$ cat config.mk
export PLATFORM = sky130hd
export DESIGN_NAME = rv32i_imem_arbiter
export DESIGN_NICKNAME = d
export VERILOG_FILES = /design/src/rtl/rv32i_imem_arbiter.sv
export SDC_FILE = /design/constraint.sdc
export NUM_CORES = 1
export LEC_CHECK = 0
export ABC_AREA = 1
export BUFFER_PORTS_ARGS = -buffer_cell sky130_fd_sc_hd__buf_2
export CAP_MARGIN = 20
export CORE_AREA = 2 2 105 117
export DETAILED_ROUTE_END_ITERATION = 8
export DIE_AREA = 0 0 107 119
export PLACE_DENSITY = 0.77
export SKIP_LAST_GASP = 1
export SLEW_MARGIN = 20
export SYNTH_ARGS = -nofsm -noshare
export SYNTH_HDL_FRONTEND = slang
export SYNTH_SLANG_ARGS = --single-unit
$ cat constraint.sdc
create_clock -name i_clk -period 6.86 [get_ports i_clk]
set_input_delay 1.029 -clock i_clk [delete_from_list [all_inputs] [get_ports i_clk]]
set_output_delay 1.029 -clock i_clk [all_outputs]
set_load 0.01 [all_outputs]
$ cat src/rtl/rv32i_imem_arbiter.sv
// Instruction-memory arbiter: shares a single-ported memory between fetch reads
// and loader writes, sequencing two-beat writes and phase-checked reads.
module rv32i_imem_arbiter #(
  parameter int unsigned MEM_WORDS  = 128,
  parameter int unsigned RD_TIMEOUT = 7,
  parameter logic [31:0] NOP_WORD   = 32'h0000_0013
) (
  input  logic        i_clk,
  input  logic        i_rst,
  input  logic        i_fetch_req,
  input  logic [31:0] i_fetch_addr,
  output logic        o_fetch_ack,
  output logic [31:0] o_fetch_data,
  input  logic        i_load_req,
  input  logic [31:0] i_load_addr,
  input  logic [31:0] i_load_data,
  output logic        o_load_ack,
  output logic        o_mem_wr_en,
  output logic [31:0] o_mem_wr_addr,
  output logic [31:0] o_mem_wr_data,
  input  logic        i_mem_wr_valid,
  output logic        o_mem_rd_en,
  output logic [31:0] o_mem_rd_addr,
  input  logic [31:0] i_mem_rd_data,
  input  logic        i_mem_rd_valid,
  output logic        o_busy,
  output logic        o_err
);

  localparam int unsigned WORD_W = 30;
  localparam int unsigned CNT_W  = 3;

  typedef enum logic [2:0] {IDLE, WR_LO, WR_HI, RD, RESP} state_t;

  state_t             state, state_nx;
  logic               served_load, served_load_nx;
  logic               last_load, last_load_nx;
  logic [WORD_W-1:0]  word_q, word_nx;
  logic [31:0]        wdata_q, wdata_nx;
  logic [CNT_W-1:0]   cnt, cnt_nx;
  logic [31:0]        fdata_nx;
  logic               err_nx;
  logic               fetch_elig, load_elig, pick_load;
  logic [31:0]        grant_addr;
  logic               wr_en_nx, rd_en_nx, fack_nx, lack_nx, busy_nx;
  logic               unused_addr_bits;

  assign unused_addr_bits = ^{i_fetch_addr[1:0], i_load_addr[1:0]};

  // Address/data outputs come straight from the grant-time latches.
  assign o_mem_wr_addr = {word_q, 2'b00};
  assign o_mem_rd_addr = {word_q, 2'b00};
  assign o_mem_wr_data = wdata_q;

  // State register and registered outputs.
  always_ff @(posedge i_clk or posedge i_rst) begin
    if (i_rst) begin
      state        <= IDLE;
      served_load  <= 1'b0;
      last_load    <= 1'b0;
      word_q       <= '0;
      wdata_q      <= '0;
      cnt          <= '0;
      o_fetch_data <= '0;
      o_err        <= 1'b0;
      o_fetch_ack  <= 1'b0;
      o_load_ack   <= 1'b0;
      o_mem_wr_en  <= 1'b0;
      o_mem_rd_en  <= 1'b0;
      o_busy       <= 1'b0;
    end else begin
      state        <= state_nx;
      served_load  <= served_load_nx;
      last_load    <= last_load_nx;
      word_q       <= word_nx;
      wdata_q      <= wdata_nx;
      cnt          <= cnt_nx;
      o_fetch_data <= fdata_nx;
      o_err        <= err_nx;
      o_fetch_ack  <= fack_nx;
      o_load_ack   <= lack_nx;
      o_mem_wr_en  <= wr_en_nx;
      o_mem_rd_en  <= rd_en_nx;
      o_busy       <= busy_nx;
    end
  end

  // Next-state, grant arbitration and next values of the registered outputs.
  always_comb begin
    state_nx       = state;
    served_load_nx = served_load;
    last_load_nx   = last_load;
    word_nx        = word_q;
    wdata_nx       = wdata_q;
    cnt_nx         = cnt;
    fdata_nx       = o_fetch_data;
    err_nx         = o_err;
    fetch_elig     = i_fetch_req && !o_fetch_ack;
    load_elig      = i_load_req && !o_load_ack;
    pick_load      = load_elig && (!fetch_elig || !last_load);
    grant_addr     = pick_load ? i_load_addr : i_fetch_addr;

    case (state)
      IDLE: begin
        if (fetch_elig || load_elig) begin
          served_load_nx = pick_load;
          word_nx        = grant_addr[31:2];
          cnt_nx         = '0;
          if (pick_load) wdata_nx = i_load_data;
          if (grant_addr[31:2] >= WORD_W'(MEM_WORDS)) begin
            err_nx   = 1'b1;
            state_nx = RESP;
            if (!pick_load) fdata_nx = NOP_WORD;
          end else begin
            state_nx = pick_load ? WR_LO : RD;
          end
        end
      end
      WR_LO: begin
        if (i_mem_wr_valid) err_nx = 1'b1;
        state_nx = WR_HI;
      end
      WR_HI: begin
        if (!i_mem_wr_valid) err_nx = 1'b1;
        state_nx = RESP;
      end
      RD: begin
        cnt_nx = cnt + CNT_W'(1);
        // A valid seen before counter 2 belongs to a phase started on a stale address.
        if (i_mem_rd_valid && (cnt >= CNT_W'(2))) begin
          fdata_nx = i_mem_rd_data;
          state_nx = RESP;
        end else if (cnt >= CNT_W'(RD_TIMEOUT)) begin
          fdata_nx = NOP_WORD;
          err_nx   = 1'b1;
          state_nx = RESP;
        end
      end
      RESP: begin
        last_load_nx = served_load;
        state_nx     = IDLE;
      end
      default: state_nx = IDLE;
    endcase

    wr_en_nx = (state_nx == WR_LO) || (state_nx == WR_HI);
    rd_en_nx = (state_nx == RD);
    fack_nx  = (state_nx == RESP) && !served_load_nx;
    lack_nx  = (state_nx == RESP) && served_load_nx;
    busy_nx  = (state_nx != IDLE);
  end

endmodule
== Yosys cells after proc, flatten, opt, wreduce, memory -nomap -nowiden ==
Cells that the tools add are included.
Storage, ports and cells
  word-level logic and storage cells: 80
  register bits: 108
  input bits: 134
  output and inout bits: 134
Operators by class
  add/sub/neg operators: 1
  reduce and logical (&&, ||, !) cells: 23
  muxes and demuxes: 24
  order comparisons: 3
  eq/ne operators: 16
Operators with widths (number)
  $mux W32: 6
  $pmux W32 S2: 1
  $ge A30 B8 Y1 const B: 1
  $mux W3: 5
  $ne A2 B2 Y1 const B: 7
  $eq A3 B2 Y1 const B: 4
  $pmux W3 S4: 1
  $mux W1: 8
  $reduce_and A7 Y1: 1
  $eq A3 B1 Y1 const B: 2
  $eq A3 B3 Y1 const B: 2
  $logic_and A1 B1 Y1: 6
  $pmux W3 S2: 1
  $logic_not A1 Y1: 5
  $reduce_and A5 Y1: 1
  $pmux W1 S4: 1
  $reduce_and A2 Y1: 2
  $reduce_bool A4 Y1: 1
  $add A3 B1 Y3 const B: 1
  $ge A3 B2 Y1 const B: 1
  $ge A3 B3 Y1 const B: 1
  $logic_not A3 Y1: 1
  $logic_or A1 B1 Y1: 3
  $ne A3 B3 Y1 const B: 1
  4 further kinds: 4

== Logic depth before layout (Yosys ltp) ==
  word-level depth: 12
  depth in mapped cells: 15

== Worst setup path before layout ==
OpenSTA, ideal clock, no wires.
  path type: input to register
  from: input i_load_req
  to: register o_fetch_data[22]
  path slack: 4.435 ns
  data arrival time: 2.359 ns
  stages: 14
  cells stage by stage: inv_1 -> nor2_8 -> buf_4 -> nand3b_1 -> nand2_1 -> nand2_1 -> nor2_1 -> nand2_1 -> nor2_4 -> nand3_2 -> nand2_2 -> buf_6 -> nand2_2 -> nand2_1
On the way
  longest elaborated chain between the ends: 6
Ends and longest elaborated chain
  start, declared: RTL line 14  | input logic i_load_req,
  $logic_and A1 B1 Y1 (*): RTL line 99  | load_elig = i_load_req && !o_load_ack;
  $logic_and A1 B1 Y1: RTL line 100  | pick_load = load_elig && (!fetch_elig || !last_load);
  $mux W32: RTL line 101  | grant_addr = pick_load ? i_load_addr : i_fetch_addr;
  $ge A30 B8 Y1: RTL line 110  | if (grant_addr[31:2] >= WORD_W'(MEM_WORDS)) begin
  $ne A2 B2 Y1 (no source line)
  $reduce_and A5 Y1 (no source line) (*)
  end signal, assigned: RTL line 78  | o_fetch_data <= fdata_nx;
  end, declared: RTL line 13  | output logic [31:0] o_fetch_data,
Mark *: on every way between the ends. The rest lies on a longest branch, timed or not.
A chain may end at the register's enable or synchronous reset.

== Worst setup path in the final report ==
  from: input i_fetch_req
  to: register o_fetch_data[4]
On the way
  longest elaborated chain between the ends: 8
Ends and longest elaborated chain
  start, declared: RTL line 10  | input logic i_fetch_req,
  $logic_and A1 B1 Y1 (*): RTL line 98  | fetch_elig = i_fetch_req && !o_fetch_ack;
  $logic_not A1 Y1: RTL line 100
  $logic_or A1 B1 Y1: RTL line 100
  $logic_and A1 B1 Y1: RTL line 100
  $mux W32: RTL line 101
  $ge A30 B8 Y1: RTL line 110
  $ne A2 B2 Y1 (no source line)
  $reduce_and A5 Y1 (no source line) (*)
Marked as above.

==> metrics <==
status complete, no violations; HP Class flop to flop; pwr/cell area 382 mW/mm2; critical path class primary input to flop; DIE WIDTH 107 um; register area 0.00270 mm2; Max Cap Viol 0; grt total ovfl 0; vias 4624; Final min period 3.17 ns; H-tree levels 3; Port Buffers 259; ratio of cells with drive above 1 in the final layout 36.6%; register bit total from synthesis 108; antenna viol nets, final 0; Crit Reg-Reg Endpoint o_fetch_data[4]; Crit. End Element flop; I/O pins 268; flop-to-flop setup slack 4.00 ns; Max Clock Skew 0.0113 ns; register area share after synthesis 53.0%; total chip power 2.49 mW; hold endpoint o_err; # rows 42; Global Route Usage Sum 20.9%; top cell type's share of synthesized area 53.0%; Distinct cells, synth 33; RD Place Congestion 0.758; most frequent cell after synthesis nand2_1; IR drop worst, VDD 0.185 mV; Hold Fails Final Rpt 0; Setup TNS 0 ns; cts bufs inserted 9; Reg-to-Reg Start o_fetch_ack; Post-layout nets 965; hold path cells 1; First DRT Iteration DRCs 297; Final setup viols 0; Worst EP required 7.05 ns; top post-synthesis cells by area dfrtp_1 53%, nand2_1 18%, buf_4 5.3%; beginning of the worst hold path o_err; First-pass DRT Iterations 4; pin count of the biggest net entering global routing 71; Tightest Pin Transition 0.985 ns; Post-Syn Area 0.00510 mm2; R2R depth 12; area occupied by multi-input gates 0.00187 mm2; Max Slew Vio Count 0; residual DRC count 0; Post-DP HPWL 9530 um; part of the cycle the worst path needs 46.1%; Setup Buffers After CTS 0; vias in the first global route 4324; Post-synth EDFFs 0; die footprint 0.0127 mm2; RSZ-0062 raised after global routing no; global-route wire length before repair 21200 um; WL/cell 13.5 um; synthesis warning total 0; latest clock arrival within the worst-skew pair 0.34 ns; fmax 316 MHz; chip height 119 um; Sink Count 108; Post-Syn Instances 612; Async S/R FF share, synth 100%; Avg Cell Area, Syn 8.34 um2; Worst-path clk slew 0.07 ns; area leader, netlist dfrtp_1; Final Non-Filler Cells 987; Slew HR 34.3%; fill count 1168; predominant post-synthesis flop cell dfrtp_1; Max clock buf depth 2; CTS tree yes; Post-synth top cells 244 x nand2_1, 108 x dfrtp_1, 37 x nand3_1; Critical Path AT 3.35 ns; final instance area 0.00651 mm2; placeable core area 0.0117 mm2; final wirelength 13400 um; post_cts resized 0; worst-path fanout max 33; Initial Util 43.5%; crit path launch type primary input; Via density 4.68; initial antenna violation count 1; Post-DP Area 0.00623 mm2; # diodes 0; hold_buf cts 0; clk root buf clkbuf_16; Area growth syn-to-layout 27.6%; placed cell count 972; Leak 3.83 nW
==> routing by layer <==
layer  part of all wire (%)  vias to the layer above  GRT usage (%)
li1                       -                     2307              -
met5                   0.10                        -              0
met1                     43                     2104           26.5
met2                     48                      193           35.2
met4                    1.9                        2           7.31
met3                    6.6                       18           4.49
==> stage by stage <==
step / hold WS (ns) / worst slack (ns) / utilization [%]
finish: 0.458 / 3.69 / 55.5
global route: 0.492 / 3.42 / 55.5
CTS: 0.459 / 3.68 / 55.5
detailed placement: 0.442 / 3.32 / 53.2
global placement: 0.439 / 3.33 / 53.2
floorplan: 0.484 / 2.99 / -
==> worst max-delay path, cell delays in order <==
cell,delay [ns]
buf_2,0.12
nand3_4,0.23
nand2_4,0.41
inv_2,0.20
nand2_1,0.13
nand2_1,0.08
nor2_1,0.10
nand2_1,0.09
nor2_4,0.16
nand3_2,0.11
nand2_2,0.55
a21oi_1,0.13
==> flip-flops by register name, summed over array words and instances (netlist names) <==
name           flops
o_err              1
o_load_ack         1
o_mem_wr_data     32
o_mem_rd_en        1
cnt                3
o_busy             1
word_q            30
o_fetch_ack        1
served_load        1
o_mem_wr_en        1
last_load          1
state              3
o_fetch_data      32
==> kinds of logic after synthesis <==
kind of cell | count (synthesis) | synth area share [%]
AO/OA/AOI/OAI | 51 | 5.49
other | 1 | 0.0735
flip-flops | 108 | 53.0
adder cells (fa/ha/maj) | 2 | 0.490
AND/OR/NAND/NOR | 354 | 30.3
buffers and inverters | 96 | 10.7
==> worst max path at each step <==
stage                           start          endpoint  slack [ns]  cells past startpoint
after CTS                 i_fetch_req   o_fetch_data[4]        3.68                     12
final                     i_fetch_req   o_fetch_data[4]        3.69                     12
after detailed placement  i_fetch_req   o_fetch_data[4]        3.32                     12
after floorplan                 i_rst            cnt[0]        2.99                      1
after global routing      i_fetch_req  o_fetch_data[12]        3.42                     13
after global placement    i_fetch_req   o_fetch_data[0]        3.33                     12
==> cell usage in the layout (no fill, tap or decap) <==
cell type | Yosys | routed
nand2_1 | 244 | 244
nor3_4 | 1 | 1
a31oi_1 | 9 | 9
nor2_1 | 33 | 32
inv_1 | 33 | 32
nor2_8 | 1 | 1
nor2_2 | 1 | 2
clkinv_2 | 0 | 2
nand4_1 | 1 | 1
o2111ai_1 | 1 | 1
nand3_2 | 1 | 1
clkinvlp_4 | 0 | 2
o22ai_1 | 1 | 1
a21boi_0 | 1 | 1
nand2_4 | 1 | 1
a31o_2 | 1 | 1
clkbuf_8 | 0 | 2
o21ai_0 | 32 | 32
inv_4 | 0 | 1
inv_2 | 1 | 1
nand3_4 | 1 | 1
nand3b_1 | 13 | 13
nand2_2 | 13 | 13
nor3_2 | 1 | 1
a21oi_1 | 5 | 5
clkinv_1 | 1 | 1
nand3_1 | 37 | 37
nor2_4 | 2 | 2
ha_1 | 2 | 2
dfrtp_1 | 108 | 108
buf_2 | 4 | 259
a21o_1 | 1 | 1
clkbuf_16 | 0 | 9
nor3_1 | 4 | 4
conb_1 | 1 | 4
buf_4 | 36 | 5
==> area by class of cell <==
| cell class | instances | area share, % |
|---|---|---|
| clock inverters | 4 | 0.385 |
| clock buffers | 11 | 3.88 |
| well taps | 154 | 2.96 |
| flip-flops and latches | 108 | 41.5 |
| inverters | 35 | 2.06 |
| repair buffers | 264 | 20.5 |
| multi-input cells | 411 | 28.7 |
==> power breakdown <==
part	internal [mW]	total, mW	switching (mW)
clock network	0.263	0.488	0.225
registers	0.839	0.975	0.136
logic	0.375	1.02	0.649
Note: power is estimated with default switching activity, not from simulation.
